File: src/rtl/mux_4_1_rr_arbiter_pkg.sv
// Shared types, constants and the round-robin pick function for mux_4_1_rr_arbiter.
package mux_4_1_rr_arbiter_pkg;

  localparam int unsigned NumReq = 4;
  localparam int unsigned SelW = 2;
  localparam logic [SelW-1:0] ResetLast = 2'd3;

  typedef enum logic {
    StIdle  = 1'b0,
    StGrant = 1'b1
  } arb_state_e;

  // First set bit scanning last+1, last+2, last+3, last (mod 4); returns last if req is zero.
  function automatic logic [SelW-1:0] rr_pick(input logic [NumReq-1:0] req,
                                              input logic [SelW-1:0] last);
    logic [SelW-1:0] idx;
    rr_pick = last;
    for (int k = NumReq; k >= 1; k--) begin
      idx = last + SelW'(k);
      if (req[idx]) rr_pick = idx;
    end
  endfunction

endpackage

File: src/rtl/mux_4_1.sv
// Single-bit 4:1 multiplexer used as one slice of the shared selection datapath.
module mux_4_1 (
  output logic       z,
  input  logic [3:0] i,
  input  logic [1:0] s
);

  assign z = i[s];

endmodule

File: src/rtl/mux_4_1_rr_arbiter.sv
// Round-robin arbiter sharing a W-bit 4:1 mux between 4 requesters, registered output.
// Optional grant hold limit is enabled by defining MUX_ARB_HOLD_LIMIT_EN.
module mux_4_1_rr_arbiter
  import mux_4_1_rr_arbiter_pkg::*;
#(
  parameter int unsigned W        = 8,
  parameter int unsigned MAX_HOLD = 4
) (
  input  logic              clk,
  input  logic              rst,
  input  logic [3:0]        req,
  input  logic [4*W-1:0]    din,
  output logic [3:0]        gnt,
  output logic [1:0]        sel,
  output logic              busy,
  output logic [W-1:0]      dout,
  output logic              dout_vld
);

  if (MAX_HOLD < 2) begin : g_bad_max_hold
    $error("MAX_HOLD must be at least 2");
  end

  arb_state_e      state_q, state_d;
  logic [3:0]      gnt_q, gnt_d;
  logic [SelW-1:0] sel_q, sel_d;
  logic [SelW-1:0] last_q, last_d;
  logic [W-1:0]    dout_q, dout_d;
  logic            vld_q;
  logic            new_grant;
  logic [SelW-1:0] winner;
  logic [W-1:0]    mux_z;

`ifdef MUX_ARB_HOLD_LIMIT_EN
  localparam int unsigned HoldW = $clog2(MAX_HOLD);
  localparam logic [HoldW-1:0] HoldMax = HoldW'(MAX_HOLD - 1);
  logic [HoldW-1:0] hold_cnt_q, hold_cnt_d;
`endif

  always_comb begin
    state_d   = state_q;
    gnt_d     = gnt_q;
    sel_d     = sel_q;
    last_d    = last_q;
    new_grant = 1'b0;
    winner    = last_q;
    unique case (state_q)
      StIdle: begin
        if (|req) begin
          new_grant = 1'b1;
          winner    = rr_pick(req, last_q);
        end
      end
      StGrant: begin
        if (!req[sel_q]) begin
          if (|req) begin
            new_grant = 1'b1;
            winner    = rr_pick(req, last_q);
          end else begin
            state_d = StIdle;
            gnt_d   = '0;
          end
        end
`ifdef MUX_ARB_HOLD_LIMIT_EN
        // Forced hand-over excludes the current owner from the scan.
        else if (hold_cnt_q == HoldMax && |(req & ~gnt_q)) begin
          new_grant = 1'b1;
          winner    = rr_pick(req & ~gnt_q, last_q);
        end
`endif
      end
      default: begin
        state_d = StIdle;
        gnt_d   = '0;
      end
    endcase
    if (new_grant) begin
      state_d = StGrant;
      gnt_d   = 4'(1) << winner;
      sel_d   = winner;
      last_d  = winner;
    end
  end

`ifdef MUX_ARB_HOLD_LIMIT_EN
  always_comb begin
    hold_cnt_d = hold_cnt_q;
    if (new_grant) begin
      hold_cnt_d = '0;
    end else if (state_q == StGrant && hold_cnt_q != HoldMax) begin
      hold_cnt_d = hold_cnt_q + 1'b1;
    end
  end

  always_ff @(posedge clk or posedge rst) begin
    if (rst) begin
      hold_cnt_q <= '0;
    end else begin
      hold_cnt_q <= hold_cnt_d;
    end
  end
`endif

  for (genvar b = 0; b < W; b++) begin : g_mux
    logic [3:0] col;
    assign col = {din[3*W+b], din[2*W+b], din[W+b], din[b]};
    mux_4_1 u_mux (
      .z (mux_z[b]),
      .i (col),
      .s (sel_q)
    );
  end

  assign busy   = (state_q == StGrant);
  assign dout_d = busy ? mux_z : '0;

  always_ff @(posedge clk or posedge rst) begin
    if (rst) begin
      state_q <= StIdle;
      gnt_q   <= '0;
      sel_q   <= '0;
      last_q  <= ResetLast;
      dout_q  <= '0;
      vld_q   <= 1'b0;
    end else begin
      state_q <= state_d;
      gnt_q   <= gnt_d;
      sel_q   <= sel_d;
      last_q  <= last_d;
      dout_q  <= dout_d;
      vld_q   <= busy;
    end
  end

  assign gnt      = gnt_q;
  assign sel      = sel_q;
  assign dout     = dout_q;
  assign dout_vld = vld_q;

endmodule

File: config.mk
export PLATFORM = sky130hd
export DESIGN_NAME = mux_4_1_rr_arbiter
export DESIGN_NICKNAME = d
export VERILOG_FILES = /design/src/rtl/mux_4_1_rr_arbiter_pkg.sv /design/src/rtl/mux_4_1.sv /design/src/rtl/mux_4_1_rr_arbiter.sv
export SDC_FILE = /design/constraint.sdc
export NUM_CORES = 1
export LEC_CHECK = 0
export BUFFER_PORTS_ARGS = -buffer_cell sky130_fd_sc_hd__buf_4
export CORE_MARGIN = 4
export CORE_UTILIZATION = 48
export CTS_BUF_LIST = sky130_fd_sc_hd__clkbuf_16
export CTS_CLUSTER_SIZE = 14
export DETAILED_ROUTE_END_ITERATION = 7
export GPL_ROUTABILITY_DRIVEN = 0
export PLACE_DENSITY_LB_ADDON = 0.1
export SLEW_MARGIN = 20
export SYNTH_ARGS = -nofsm -noshare
export SYNTH_HDL_FRONTEND = slang
export SYNTH_SLANG_ARGS = --single-unit
File: constraint.sdc
create_clock -name clk -period 3.4 [get_ports clk]
set_clock_uncertainty 0.1 [all_clocks]
set_input_delay 0.68 -clock clk [delete_from_list [all_inputs] [get_ports clk]]
set_output_delay 0.68 -clock clk [all_outputs]
set_load 0.02 [all_outputs]
== Yosys cells after proc, flatten, opt, wreduce, memory -nomap -nowiden ==
Cells that the tools add are included.

* Register bits after elaboration: 18
* Bits of input ports: 38
* Output and inout port bits: 16
* Word-level logic and storage cells: 61

* $add $sub $neg: 3
* Magnitude comparators: 4
* Equal/unequal tests: 2
* Shifts and indexed selects: 1
* Mux-type cells: 41
* Bitwise logic cells: 1
* Reductions and logical operators: 3

{| class="wikitable"
|+ Operator list
! kind !! number
|-
| 1-bit binary-select mux with 2-bit select || 12
|-
| 1-bit 2-to-1 mux || 17
|-
| 4-bit 2-to-1 mux || 4
|-
| 2-bit by 3-bit < comparator with 1-bit output (second input constant) || 4
|-
| 2-bit 2-to-1 mux || 5
|-
| 8-bit 2-to-1 mux || 1
|-
| 2-bit adder (second input constant) || 2
|-
| 2-bit inequality test (second input constant) || 2
|-
| 2-bit case mux with 2 select lines || 1
|-
| 4-bit OR reduction || 1
|-
| 1-bit by 2-bit left shift with 4-bit output (first input constant) || 1
|-
| 3-bit AND reduction || 1
|-
| 2-bit by 1-bit adder with 2-bit output (second input constant) || 1
|-
| 1-bit case mux with 2 select lines || 1
|-
| 2-bit nonzero test || 1
|-
| 1-bit inverter || 1
|}

== Logic depth before layout (Yosys ltp) ==
Gate-level depths: netlist (run 1).

* Depth after elaboration: 11
* Depth in mapped cells: 7
* Gate-level depth less buffers: 5

== Modules after synthesis ==
A second synthesis (run 1) with hierarchy kept.

* Cells, all modules: 79
* Area, all modules: 975.9 µm²

{| class="wikitable"
|+ Modules (own cells, without submodules)
! module !! times used !! cells each !! area an instance (µm²) !! seq. area each (µm²)
|-
| mux_4_1_rr_arbiter || 1 || 71 || 795.8 || 452.9
|-
| mux_4_1 || 8 || 1 || 22.5 || 0.0
|}

== Worst setup path after synthesis (run 1) ==
Ideal clock, no wire load.

* Path kind: input to register
* From: input port req[3]
* To: register gnt_q[0] (netlist: gnt[0])
* Library setup time: 0.122 ns
* Data arrival time: 1.943 ns
* Path slack: 1.236 ns
* Stages: 6
* Path buffers: 2
* Cells stage by stage: buf_2 > mux4_2 > and2_4 > buf_6 > o21bai_1 > a32o_1

* Word-level cells in the longest chain between the ends: 10

{| class="wikitable"
|+ Ends and longest elaborated chain
! element !! RTL line !! text
|-
| start: declaration || mux_4_1_rr_arbiter.sv:11 || <nowiki>input logic [3:0] req,</nowiki>
|-
| 1-bit binary-select mux with 2-bit select || mux_4_1_rr_arbiter_pkg.sv:20 || <nowiki>if (req[idx]) rr_pick = idx;</nowiki>
|-
| 1-bit 2-to-1 mux (implied by the code) || mux_4_1_rr_arbiter_pkg.sv:20 ||
|-
| 2-bit 2-to-1 mux (3 in a row) || mux_4_1_rr_arbiter_pkg.sv:20 ||
|-
| 2-bit 2-to-1 mux || mux_4_1_rr_arbiter.sv:49, mux_4_1_rr_arbiter.sv:56 ||
|-
| 2-bit 2-to-1 mux || mux_4_1_rr_arbiter.sv:55 || <nowiki>if (!req[sel_q]) begin</nowiki>
|-
| 2-bit case mux with 2 select lines || mux_4_1_rr_arbiter.sv:47 || <nowiki>unique case (state_q)</nowiki>
|-
| 1-bit by 2-bit left shift with 4-bit output || mux_4_1_rr_arbiter.sv:79 || <nowiki>gnt_d = 4'(1) << winner;</nowiki>
|-
| 4-bit 2-to-1 mux || mux_4_1_rr_arbiter.sv:77 || <nowiki>if (new_grant) begin</nowiki>
|-
| end signal: assignment || mux_4_1_rr_arbiter.sv:127 || <nowiki>gnt_q <= gnt_d;</nowiki>
|-
| end: declaration || mux_4_1_rr_arbiter.sv:25 || <nowiki>logic [3:0] gnt_q, gnt_d;</nowiki>
|}

Several ways; a longest one is shown, not always the timed one. The select of a mux whose other input is x is not followed.
A chain may end at the register's enable or synchronous reset.

== Worst setup path in the final report (run 1) ==
* From: register sel_q[1] (netlist: sel[1])
* To: register gnt_q[0] (netlist: gnt[0])

* Word-level cells in the longest chain between the ends: 6

{| class="wikitable"
|+ Ends and longest elaborated chain
! element !! RTL line !! text
|-
| start: declaration || mux_4_1_rr_arbiter.sv:26 || <nowiki>logic [SelW-1:0] sel_q, sel_d;</nowiki>
|-
| start signal: assignment || mux_4_1_rr_arbiter.sv:128 || <nowiki>sel_q <= sel_d;</nowiki>
|-
| 1-bit binary-select mux with 2-bit select (*) || mux_4_1_rr_arbiter.sv:55 ||
|-
| 1-bit 2-to-1 mux (implied by the code) (*) || mux_4_1_rr_arbiter.sv:55 ||
|-
| 1-bit 2-to-1 mux / 2-bit 2-to-1 mux (equally long branches) || mux_4_1_rr_arbiter.sv:55 ||
|-
| 1-bit case mux with 2 select lines / 2-bit case mux with 2 select lines (equally long branches) || mux_4_1_rr_arbiter.sv:47 ||
|-
| 2-bit inequality test (no source line), or another cell as far along || -- ||
|-
| 3-bit AND reduction (no source line) / 4-bit 2-to-1 mux (equally long branches) || -- ||
|}

Mark *: on every way between the ends. The rest lies on a longest branch, timed or not. The select of a mux whose other input is x is not followed.

==> results by group, run 1 <==
Job
  • Max-cap check violation count: 0

Global routing
  • Overflow after GRT: 0
  • First-pass GRT wire length: 4210 um
  • Initial antenna violation count: 0
  • GRT Total Usage: 17.4%
  • Largest net degree at the start of global routing: 19
  • Number of global-route vias before repair: 954

Die
  • Core area: 2040 um^2
  • # rows: 16
  • Starting density of the core: 52.8%
  • I/O pin cnt: 54
  • Chip height: 55.4 um
  • Die width: 55.4 um
  • DIE AREA: 3070 um^2

Layout
  • Nets: 179
  • Post-route design area: 1550 um^2
  • Share of cells above drive strength 1: 45.0%
  • Post-Layout Cell Count: 167
  • Antenna diodes: 0
  • Area Growth Syn to Fin: 43.7%
  • # fillers: 138

Logic synthesis
  • Seq cells post-synth: 18
  • Cell with the most instances after synthesis: dfrtp_1
  • Synth top area cells: dfrtp_1 (37%), mux4_1 (20%), and2_1 (5.8%)
  • Asr flop ratio synth: 100%
  • Compound-Gate Fraction of Synth Area: 14.3%
  • Synth warnings: 0
  • Post-synthesis simple-gate area fraction: 16.8%
  • Syn Area/Cell: 12.1 um^2
  • Mapped Nets: 127
  • EDFF count, synth: 0
  • Post-synthesis xor/xnor area fraction: 0.813%
  • Synth area leader: dfrtp_1
  • Netlist area before placement: 1080 um^2
  • Sequential share of the synthesized area: 42.0%
  • Post-synth top area share: 37.2%
  • Adder-cell share of the synthesized area: 0%
  • Most used DFF post-synth: dfrtp_1
  • Gate Count Post-Synth: 89
  • Synth top cells by count: dfrtp_1 (16), and2_1 (10), nand2_1 (9)
  • Mux contribution to synthesized area: 21.6%
  • Largest family of logic cells by synthesized area: multiplexers
  • Distinct cells, synth: 34

Worst setup path
  • Crit path kind: flop to flop
  • Crit path launch: sel[1]$_DFFE_PP0P_
  • Crit path launch type: flop
  • Slowest stage delay, CP: 0.61 ns
  • R2R setup slack: 1.39 ns
  • Data required, critical path: 3.44 ns
  • CP Cell Sequence: mux4_2 > and2_4 > o21bai_1 > a32o_1
  • Slowest stage cell, crit path: dfrtp_1
  • Crit-path max FO: 11
  • Count of buffer and inverter cells on the critical path: 0
  • Reg2Reg Capture Point: gnt[0]$_DFFE_PP0P_
  • Critical path capture point type: flop
  • CP delay by family, top: flip-flops
  • R2R depth: 4
  • Reg2reg start: sel[1]$_DFFE_PP0P_
  • Worst EP arrival: 2.05 ns

Pwr
  • Maximum vdd drop: 0.594 mV
  • Lkg Pwr: 0.000711 uW
  • PD cells: 824 nW/um^2

CTS
  • H-Tree Depth: 1
  • Max Buffers Root-to-Sink: 2
  • TritonCTS clock tree: done
  • Post-CTS Setup Inserts: 0
  • Clock transition at path regs: 0.05 ns
  • Clock Sinks: 18
  • CTS resizes: 0
  • Clock root cell: clkbuf_16
  • Worst skew pair latency: 0.25 ns
  • CTS Buf Count: 3
  • Hold_buf cts: 0

STA
  • Max-slew violations: 0
  • Unrepaired setup endpoints after global routing: false
  • Final Setup Violations: 0
  • Maximum clock rate: 497 MHz
  • Final Hold Viols: 0
  • Worst slew margin: 38.6%
  • Period minus WS final: 2.01 ns
  • Setup TNS: 0 ns
  • Slack of the critical path: 1.39 ns
  • Tcrit/Tclk final: 59.1%
  • Slew @ Worst Pin: 0.907 ns

Hold path
  • Hold Path Stages: 2
  • Min-Delay Path Class: flop to flop
  • Endpoint, Worst Hold: gnt[2]$_DFFE_PP0P_
  • Hold_sp: gnt[2]$_DFFE_PP0P_

Placed design
  • Inst Count DP: 163
  • Post-DP HPWL: 1920 um
  • Pre-CTS WS: 1.17 ns
  • Area of placed instances: 1470 um^2
  • Port buffer count: 53

Detailed routing
  • Routed WL: 2510 um
  • Drc violations: 0
  • Starting DRC count in detailed routing: 8
  • Vias: 919
  • Drt via density: 5.50
  • Iteration count of the initial detailed-routing pass: 4
  • DR WL/cell: 15.0 um
  • Final ANT Viol Nets: 0

Status
  • Run status: finished, final reports clean
[per-layer routing]
layer	GRT usage, %	vias to the layer above	share of wire (%)
li1	-	441	-
met1	19.5	433	37
met2	29.1	41	52
met3	7.46	4	9.3
met4	6.60	0	1.3
met5	0	-	0
[final cells by class]
cell class | count | area (um^2) | area share (%)
clock inverters | 1 | 3.75 | 0.243
multi-input cells | 63 | 577 | 37.3
inverters | 2 | 7.51 | 0.485
repair buffers | 53 | 398 | 25.7
flip-flops and latches | 18 | 453 | 29.3
well taps | 27 | 33.8 | 2.18
clock buffers | 3 | 75.1 | 4.85
[how the worst max path moves through the flow]
stage / to / slack (ns) / cells after the start
after floorplan: gnt[0]$_DFFE_PP0P_ / 1.24 / 6
after global routing: gnt[0]$_DFFE_PP0P_ / 1.30 / 4
after detailed placement: gnt[1]$_DFFE_PP0P_ / 1.17 / 5
final: gnt[0]$_DFFE_PP0P_ / 1.39 / 4
after global placement: gnt[3]$_DFFE_PP0P_ / 1.25 / 4
after CTS: gnt[0]$_DFFE_PP0P_ / 1.38 / 4
[cells by family (layout without fill, tap and decap cells)]
logic type,count (synthesis),after routing
buffers and inverters,8,59
AO/OA/AOI/OAI,22,22
XOR/XNOR,1,1
AND/OR/NAND/NOR,31,31
multiplexers,9,9
flip-flops,18,18
[through the flow]
step	total power (uW)	hold slack (ns)	utilization, %
final	1280	0.412	75.8
after global routing	1350	0.446	75.8
after CTS	1290	0.414	75.8
after detailed placement	1050	0.380	71.9
after global placement	1030	0.378	71.9
after floorplan	844	0.398	-
[sequential cells by signal (all words and copies together), names as in the netlist]
signal and count:
sel 2, gnt 4, dout 8, dout_vld 1, last_q 2, busy 1
[report_power, final]
group / leakage, uW / internal [uW] / switching (uW)
logic: 0.000463 / 336 / 284
registers: 0.000209 / 317 / 104
clock network: 0.0000385 / 156 / 78.8
total: 0.000711 / 809 / 466
[worst reg2reg max path, stage by stage (launching register included)]
cell and delay, ns:
dfrtp_1 0.61, mux4_2 0.58, and2_4 0.21, o21bai_1 0.17, a32o_1 0.22
[cells in the final DEF, fill, tap and decap left out, drive strengths merged, types with 3 or more instances in the layout]
master  Yosys  final
a21oi       4      4
and2       11     11
buf         4     53
clkbuf      2      3
dfrtp      16     16
mux4        9      9
nand2       9      9
nand2b      3      3
nor2        3      3
o21ai       4      4
No activity file was read; power rests on OpenSTA's default activity.
==> run 2, diff against run 1 <==
--- a/config.mk
+++ b/config.mk
@@ -7,7 +7,7 @@
 export LEC_CHECK = 0
 export BUFFER_PORTS_ARGS = -buffer_cell sky130_fd_sc_hd__buf_4
 export CORE_MARGIN = 4
-export CORE_UTILIZATION = 48
+export CORE_UTILIZATION = 45
 export CTS_BUF_LIST = sky130_fd_sc_hd__clkbuf_16
 export CTS_CLUSTER_SIZE = 14
 export DETAILED_ROUTE_END_ITERATION = 7
==> constraint.sdc (replaced) <==
create_clock -name clk -period 2 [get_ports clk]
set_clock_uncertainty 0.1 [all_clocks]
set_input_delay 0.4 -clock clk [delete_from_list [all_inputs] [get_ports clk]]
set_output_delay 0.4 -clock clk [all_outputs]
set_load 0.02 [all_outputs]
==> results by group, run 2 (synthesis results as in run 1) <==
Pwr
  • Pint: 1420 uW (+75%)
  • PD cells: 1400 nW/um^2 (+70%)
  • Sw frac: 36.1% (-0.46 points)
  • Seq pwr share: 29.7% (-3.3 points)
  • Lkg Pwr: 0.000731 uW (+2.8%)
  • Power, Total: 2220 uW (+74%)
  • Combinational Power Share: 52.6% (+4.0 points)
  • Maximum vdd drop: 1.03 mV (+73%)
  • Clk pwr share: 17.7% (-0.7 points)
  • Switching power: 800 uW (+72%)

CTS
  • CTS Buf Count: 3 (unchanged)
  • Post-CTS Setup Inserts: 0 (unchanged)
  • Worst skew pair latency: 0.24 ns (about the same)
  • CTS resizes: 0 (unchanged)
  • TritonCTS clock tree: done
  • Clock Sinks: 18 (unchanged)
  • Clock root cell: clkbuf_16
  • Max Buffers Root-to-Sink: 2 (unchanged)
  • Clock transition at path regs: 0.05 ns (about the same)
  • Hold_buf cts: 0 (unchanged)
  • H-Tree Depth: 1 (unchanged)

Status
  • Run status: finished, final reports clean

Placed design
  • Port buffer count: 53 (unchanged)
  • Inst Count DP: 168 (+3.1%)
  • Area of placed instances: 1500 um^2 (+2.1%)
  • Post-DP HPWL: 2090 um (+8.8%)
  • Pre-CTS WS: 0.145 ns (-1.02 ns)

Global routing
  • Number of global-route vias before repair: 965 (+1.2%)
  • GRT Total Usage: 17.4% (+0.031 points)
  • Overflow after GRT: 0 (unchanged)
  • First-pass GRT wire length: 4430 um (+5.2%)
  • Largest net degree at the start of global routing: 19 (unchanged)
  • Initial antenna violation count: 0 (unchanged)

Detailed routing
  • Iteration count of the initial detailed-routing pass: 4 (unchanged)
  • DR WL/cell: 16.2 um (+7.6%)
  • Vias: 957 (+4.1%)
  • Drt via density: 5.56 (+1.1%)
  • Starting DRC count in detailed routing: 29 (+21)
  • Final ANT Viol Nets: 0 (unchanged)
  • Routed WL: 2790 um (+11%)
  • Drc violations: 0 (unchanged)

Layout
  • # fillers: 179 (+30%)
  • Area Growth Syn to Fin: 46.6%
  • Share of cells above drive strength 1: 46.5% (+1.5 points)
  • Antenna diodes: 0 (unchanged)
  • Nets: 183 (+2.2%)
  • Commonest non-fill, non-tap cell in the layout: buf_4
  • Post-route design area: 1580 um^2 (+2.0%)
  • Post-Layout Cell Count: 172 (+3.0%)
  • Most frequent cells in the layout: buf_4 (57), dfrtp_1 (16), and2_1 (10), nand2_1 (9), mux4_1 (8)
  • Max reg flops: 8 (unchanged)

STA
  • Tcrit/Tclk final: 86.1% (+27 points)
  • Unrepaired setup endpoints after global routing: false
  • Setup TNS: 0 ns (unchanged)
  • Final Hold Viols: 0 (unchanged)
  • Period minus WS final: 1.72 ns (-0.290 ns)
  • Slack of the critical path: 0.279 ns (-1.11 ns)
  • Final Setup Violations: 0 (unchanged)
  • Slew @ Worst Pin: 0.675 ns (-0.232 ns)
  • Worst slew margin: 55.0% (+16 points)
  • Max-slew violations: 0 (unchanged)
  • Maximum clock rate: 581 MHz (+17%)

Die
  • Core area: 2250 um^2 (+10%)
  • # rows: 17 (+1)
  • Chip height: 56.9 um (+2.8%)
  • Starting density of the core: 47.8% (-5.0 points)
  • DIE AREA: 3240 um^2 (+5.7%)
  • Die width: 56.9 um (+2.8%)
  • I/O pin cnt: 54 (unchanged)

Worst setup path
  • Critical path capture point type: flop
  • Crit path kind: flop to flop
  • Crit-path max FO: 8 (-3)
  • Crit path launch type: flop
  • Data required, critical path: 2.03 ns (-1.41 ns)
  • R2R depth: 4 (unchanged)
  • Worst EP arrival: 1.75 ns (-0.30 ns)

Job
  • Max-cap check violation count: 0 (unchanged)

Hold path
  • Min-Delay Path Class: input pin to asynchronous set/reset pin
==> run 2: changes by cell type in the layout (fill, tap and decap cells not counted) <==
cell	previous run	this run
buf_4	53	57
==> run 2: worst paths after layout <==
kind                                          from            endpoint  slack (ns)
worst max-delay path            sel[0]$_DFFE_PP0P_  gnt[0]$_DFFE_PP0P_        0.28
worst min-delay path                           rst  gnt[1]$_DFFE_PP0P_        0.16
worst max register to register  sel[0]$_DFFE_PP0P_  gnt[0]$_DFFE_PP0P_        0.28
worst min register to register  gnt[2]$_DFFE_PP0P_  gnt[2]$_DFFE_PP0P_        0.40
max in group asynchronous                      rst   dout[6]$_DFF_PP0_        1.21
min in group clk                gnt[2]$_DFFE_PP0P_  gnt[2]$_DFFE_PP0P_        0.40
==> run 2: per-stage QoR <==
step	util [%]	hold slack (ns)
after floorplan	-	0.237
after global placement	66.5	0.393
after detailed placement	66.5	0.381
after CTS	70.0	0.186
after global routing	70.0	0.227
final	70.0	0.159
==> run 2: per-layer routing <==
layer  track usage [%]  wire [um]
met1              20.6       1070
met2              30.8       1460
met3              5.43        220
met4              3.97         36
met5                 0          0
==> run 2: area by class of cell <==
cell class	count	area (um^2)	share of cell area (%)
clock buffers	3	75.1	4.75
clock inverters	1	3.75	0.238
inverters	2	7.51	0.475
multi-input cells	63	577	36.5
flip-flops and latches	18	453	28.7
well taps	28	35.0	2.22
repair buffers	57	428	27.1
==> run 2: power groups by stage <==
stage          clock [uW]  sequential (uW)  combinational [uW]
2_1_floorplan           0              780                 655
3_3_place_gp            0              660                1140
3_5_place_dp            0              663                1170
4_1_cts               401              657                1180
5_1_grt               418              677                1260
6_report              392              657                1170
==> run 2: critical path, cell delays in order, from the launching register on <==
cell	delay (ns)
dfrtp_1	0.53
mux4_2	0.37
and2_4	0.21
o21bai_1	0.18
a32o_1	0.23
==> run 3, diff against run 2 <==
--- a/config.mk
+++ b/config.mk
@@ -7,7 +7,7 @@
 export LEC_CHECK = 0
 export BUFFER_PORTS_ARGS = -buffer_cell sky130_fd_sc_hd__buf_4
 export CORE_MARGIN = 4
-export CORE_UTILIZATION = 45
+export CORE_UTILIZATION = 44
 export CTS_BUF_LIST = sky130_fd_sc_hd__clkbuf_16
 export CTS_CLUSTER_SIZE = 14
 export DETAILED_ROUTE_END_ITERATION = 7
==> results by group, run 3 (synthesis results as in run 1) <==
Status
  • Run status: finished, final reports clean

Global routing
  • Largest net degree at the start of global routing: 19 (unchanged)
  • GRT Total Usage: 17.6% (+0.24 points)
  • Initial antenna violation count: 0 (unchanged)
  • Overflow after GRT: 0 (unchanged)
  • Number of global-route vias before repair: 994 (+3.0%)
  • First-pass GRT wire length: 4510 um (+1.7%)

Worst setup path
  • Crit path launch type: flop
  • Crit path to: gnt[3]$_DFFE_PP0P_
  • R2R depth: 5 (+1)
  • Reg2reg start: last_q[1]$_DFFE_PP1P_
  • Worst EP arrival: 1.75 ns (about the same)
  • R2R setup slack: 0.25 ns (-0.02 ns)
  • Reg2Reg Capture Point: gnt[3]$_DFFE_PP0P_
  • Crit path kind: flop to flop
  • Critical path capture point type: flop
  • Crit path launch: last_q[1]$_DFFE_PP1P_
  • Crit-path max FO: 9 (+1)
  • Data required, critical path: 2.00 ns (-0.03 ns)

Detailed routing
  • DR WL/cell: 15.7 um (-3.1%)
  • Iteration count of the initial detailed-routing pass: 4 (unchanged)
  • Drt via density: 5.53 (-0.52%)
  • Vias: 952 (-0.52%)
  • Final ANT Viol Nets: 0 (unchanged)
  • Starting DRC count in detailed routing: 18 (-38%)
  • Drc violations: 0 (unchanged)
  • Routed WL: 2700 um (-3.1%)

Layout
  • Area Growth Syn to Fin: 46.6% (unchanged)
  • Post-Layout Cell Count: 172 (unchanged)
  • Antenna diodes: 0 (unchanged)
  • # fillers: 163 (-8.9%)
  • Nets: 183 (unchanged)
  • Most frequent cells in the layout: buf_4 (57), dfrtp_1 (16), and2_1 (10), nand2_1 (9), mux4_1 (8)
  • Fin util: 69.4% (-0.65 points)
  • Commonest non-fill, non-tap cell in the layout: buf_4
  • Share of cells above drive strength 1: 46.5% (unchanged)
  • Max reg flops: 8 (unchanged)

CTS
  • CTS Buf Count: 3 (unchanged)
  • Clock transition at path regs: 0.05 ns (about the same)
  • H-Tree Depth: 1 (unchanged)
  • Clock Sinks: 18 (unchanged)
  • Clock root cell: clkbuf_16
  • TritonCTS clock tree: done
  • Post-CTS Setup Inserts: 0 (unchanged)
  • Worst skew pair latency: 0.25 ns (about the same)
  • Max Buffers Root-to-Sink: 2 (unchanged)
  • CTS resizes: 0 (unchanged)
  • Hold_buf cts: 0 (unchanged)

Die
  • I/O pin cnt: 54 (unchanged)
  • Chip height: 57.5 um (+0.97%)
  • Starting density of the core: 47.3% (-0.45 points)
  • # rows: 17 (unchanged)
  • Core area: 2280 um^2 (+0.94%)
  • DIE AREA: 3300 um^2 (+1.9%)
  • Die width: 57.5 um (+0.97%)

STA
  • Worst slew margin: 54.6% (-0.32 points)
  • Max-slew violations: 0 (unchanged)
  • Slew @ Worst Pin: 0.680 ns (+0.00478 ns)
  • Tcrit/Tclk final: 87.3% (+1.2 points)
  • Period minus WS final: 1.75 ns (+0.0247 ns)
  • Setup TNS: 0 ns (unchanged)
  • Final Hold Viols: 0 (unchanged)
  • Maximum clock rate: 573 MHz (-1.4%)
  • Unrepaired setup endpoints after global routing: false
  • Final Setup Violations: 0 (unchanged)

Placed design
  • Post-DP HPWL: 2010 um (-3.8%)
  • Inst Count DP: 168 (unchanged)
  • Port buffer count: 53 (unchanged)

Job
  • Max-cap check violation count: 0 (unchanged)

Pwr
  • Lkg Pwr: 0.000731 uW (unchanged)
  • Maximum vdd drop: 0.825 mV (-20%)
  • PD cells: 1410 nW/um^2 (+0.12%)

Hold path
  • Min-Delay Path Class: input pin to asynchronous set/reset pin
-- run 3: cell counts in the layout (fill, tap and decap cells not counted) --
Identical to the previous run, type by type.
-- run 3: through the flow --
step	instance area, um^2	power, uW	hold slack [ns]	setup slack (ns)
floorplan	1080	1430	0.237	0.0277
global placement	1500	1800	0.389	0.185
detailed placement	1500	1820	0.390	0.155
CTS	1580	2230	0.179	0.252
global route	1580	2350	0.213	0.168
finish	1580	2220	0.157	0.254
-- run 3: how the worst min path moves through the flow --
stage | to | slack (ns) | cells past startpoint
final | dout[7]$_DFF_PP0_ | 0.16 | 2
after CTS | dout[1]$_DFF_PP0_ | 0.18 | 2
after global placement | gnt[0]$_DFFE_PP0P_ | 0.39 | 1
after global routing | dout[7]$_DFF_PP0_ | 0.21 | 2
after floorplan | busy$_DFF_PP0_ | 0.24 | 1
after detailed placement | gnt[2]$_DFFE_PP0P_ | 0.39 | 2
-- run 3: layout make-up --
cell class              instances  area [um^2]  area share, %
inverters                       2         7.51          0.475
flip-flops and latches         18          453           28.7
clock buffers                   3         75.1           4.75
multi-input cells              63          577           36.5
well taps                      28         35.0           2.22
repair buffers                 57          428           27.1
clock inverters                 1         3.75          0.238
-- run 3: layer usage --
layer	wire, um	global-route usage [%]	vias up
met1	1030	20.8	450
met5	0	0	-
met4	34	6.29	0
met3	218	2.71	4
met2	1420	32.1	47
li1	-	-	451
-- run 3: worst max-delay path: stages (launching register included) --
cell      delay [ns]
dfstp_2         0.60
nand2b_1        0.12
a21oi_1         0.08
a211oi_1        0.41
o31a_1          0.20
o211ai_1        0.09
-- run 3: power by group --
part	switching (uW)	total (uW)	leakage, uW	internal [uW]
combinational	540	1150	0.000483	610
clock	137	403	0.0000385	266
sequential	127	666	0.000209	539
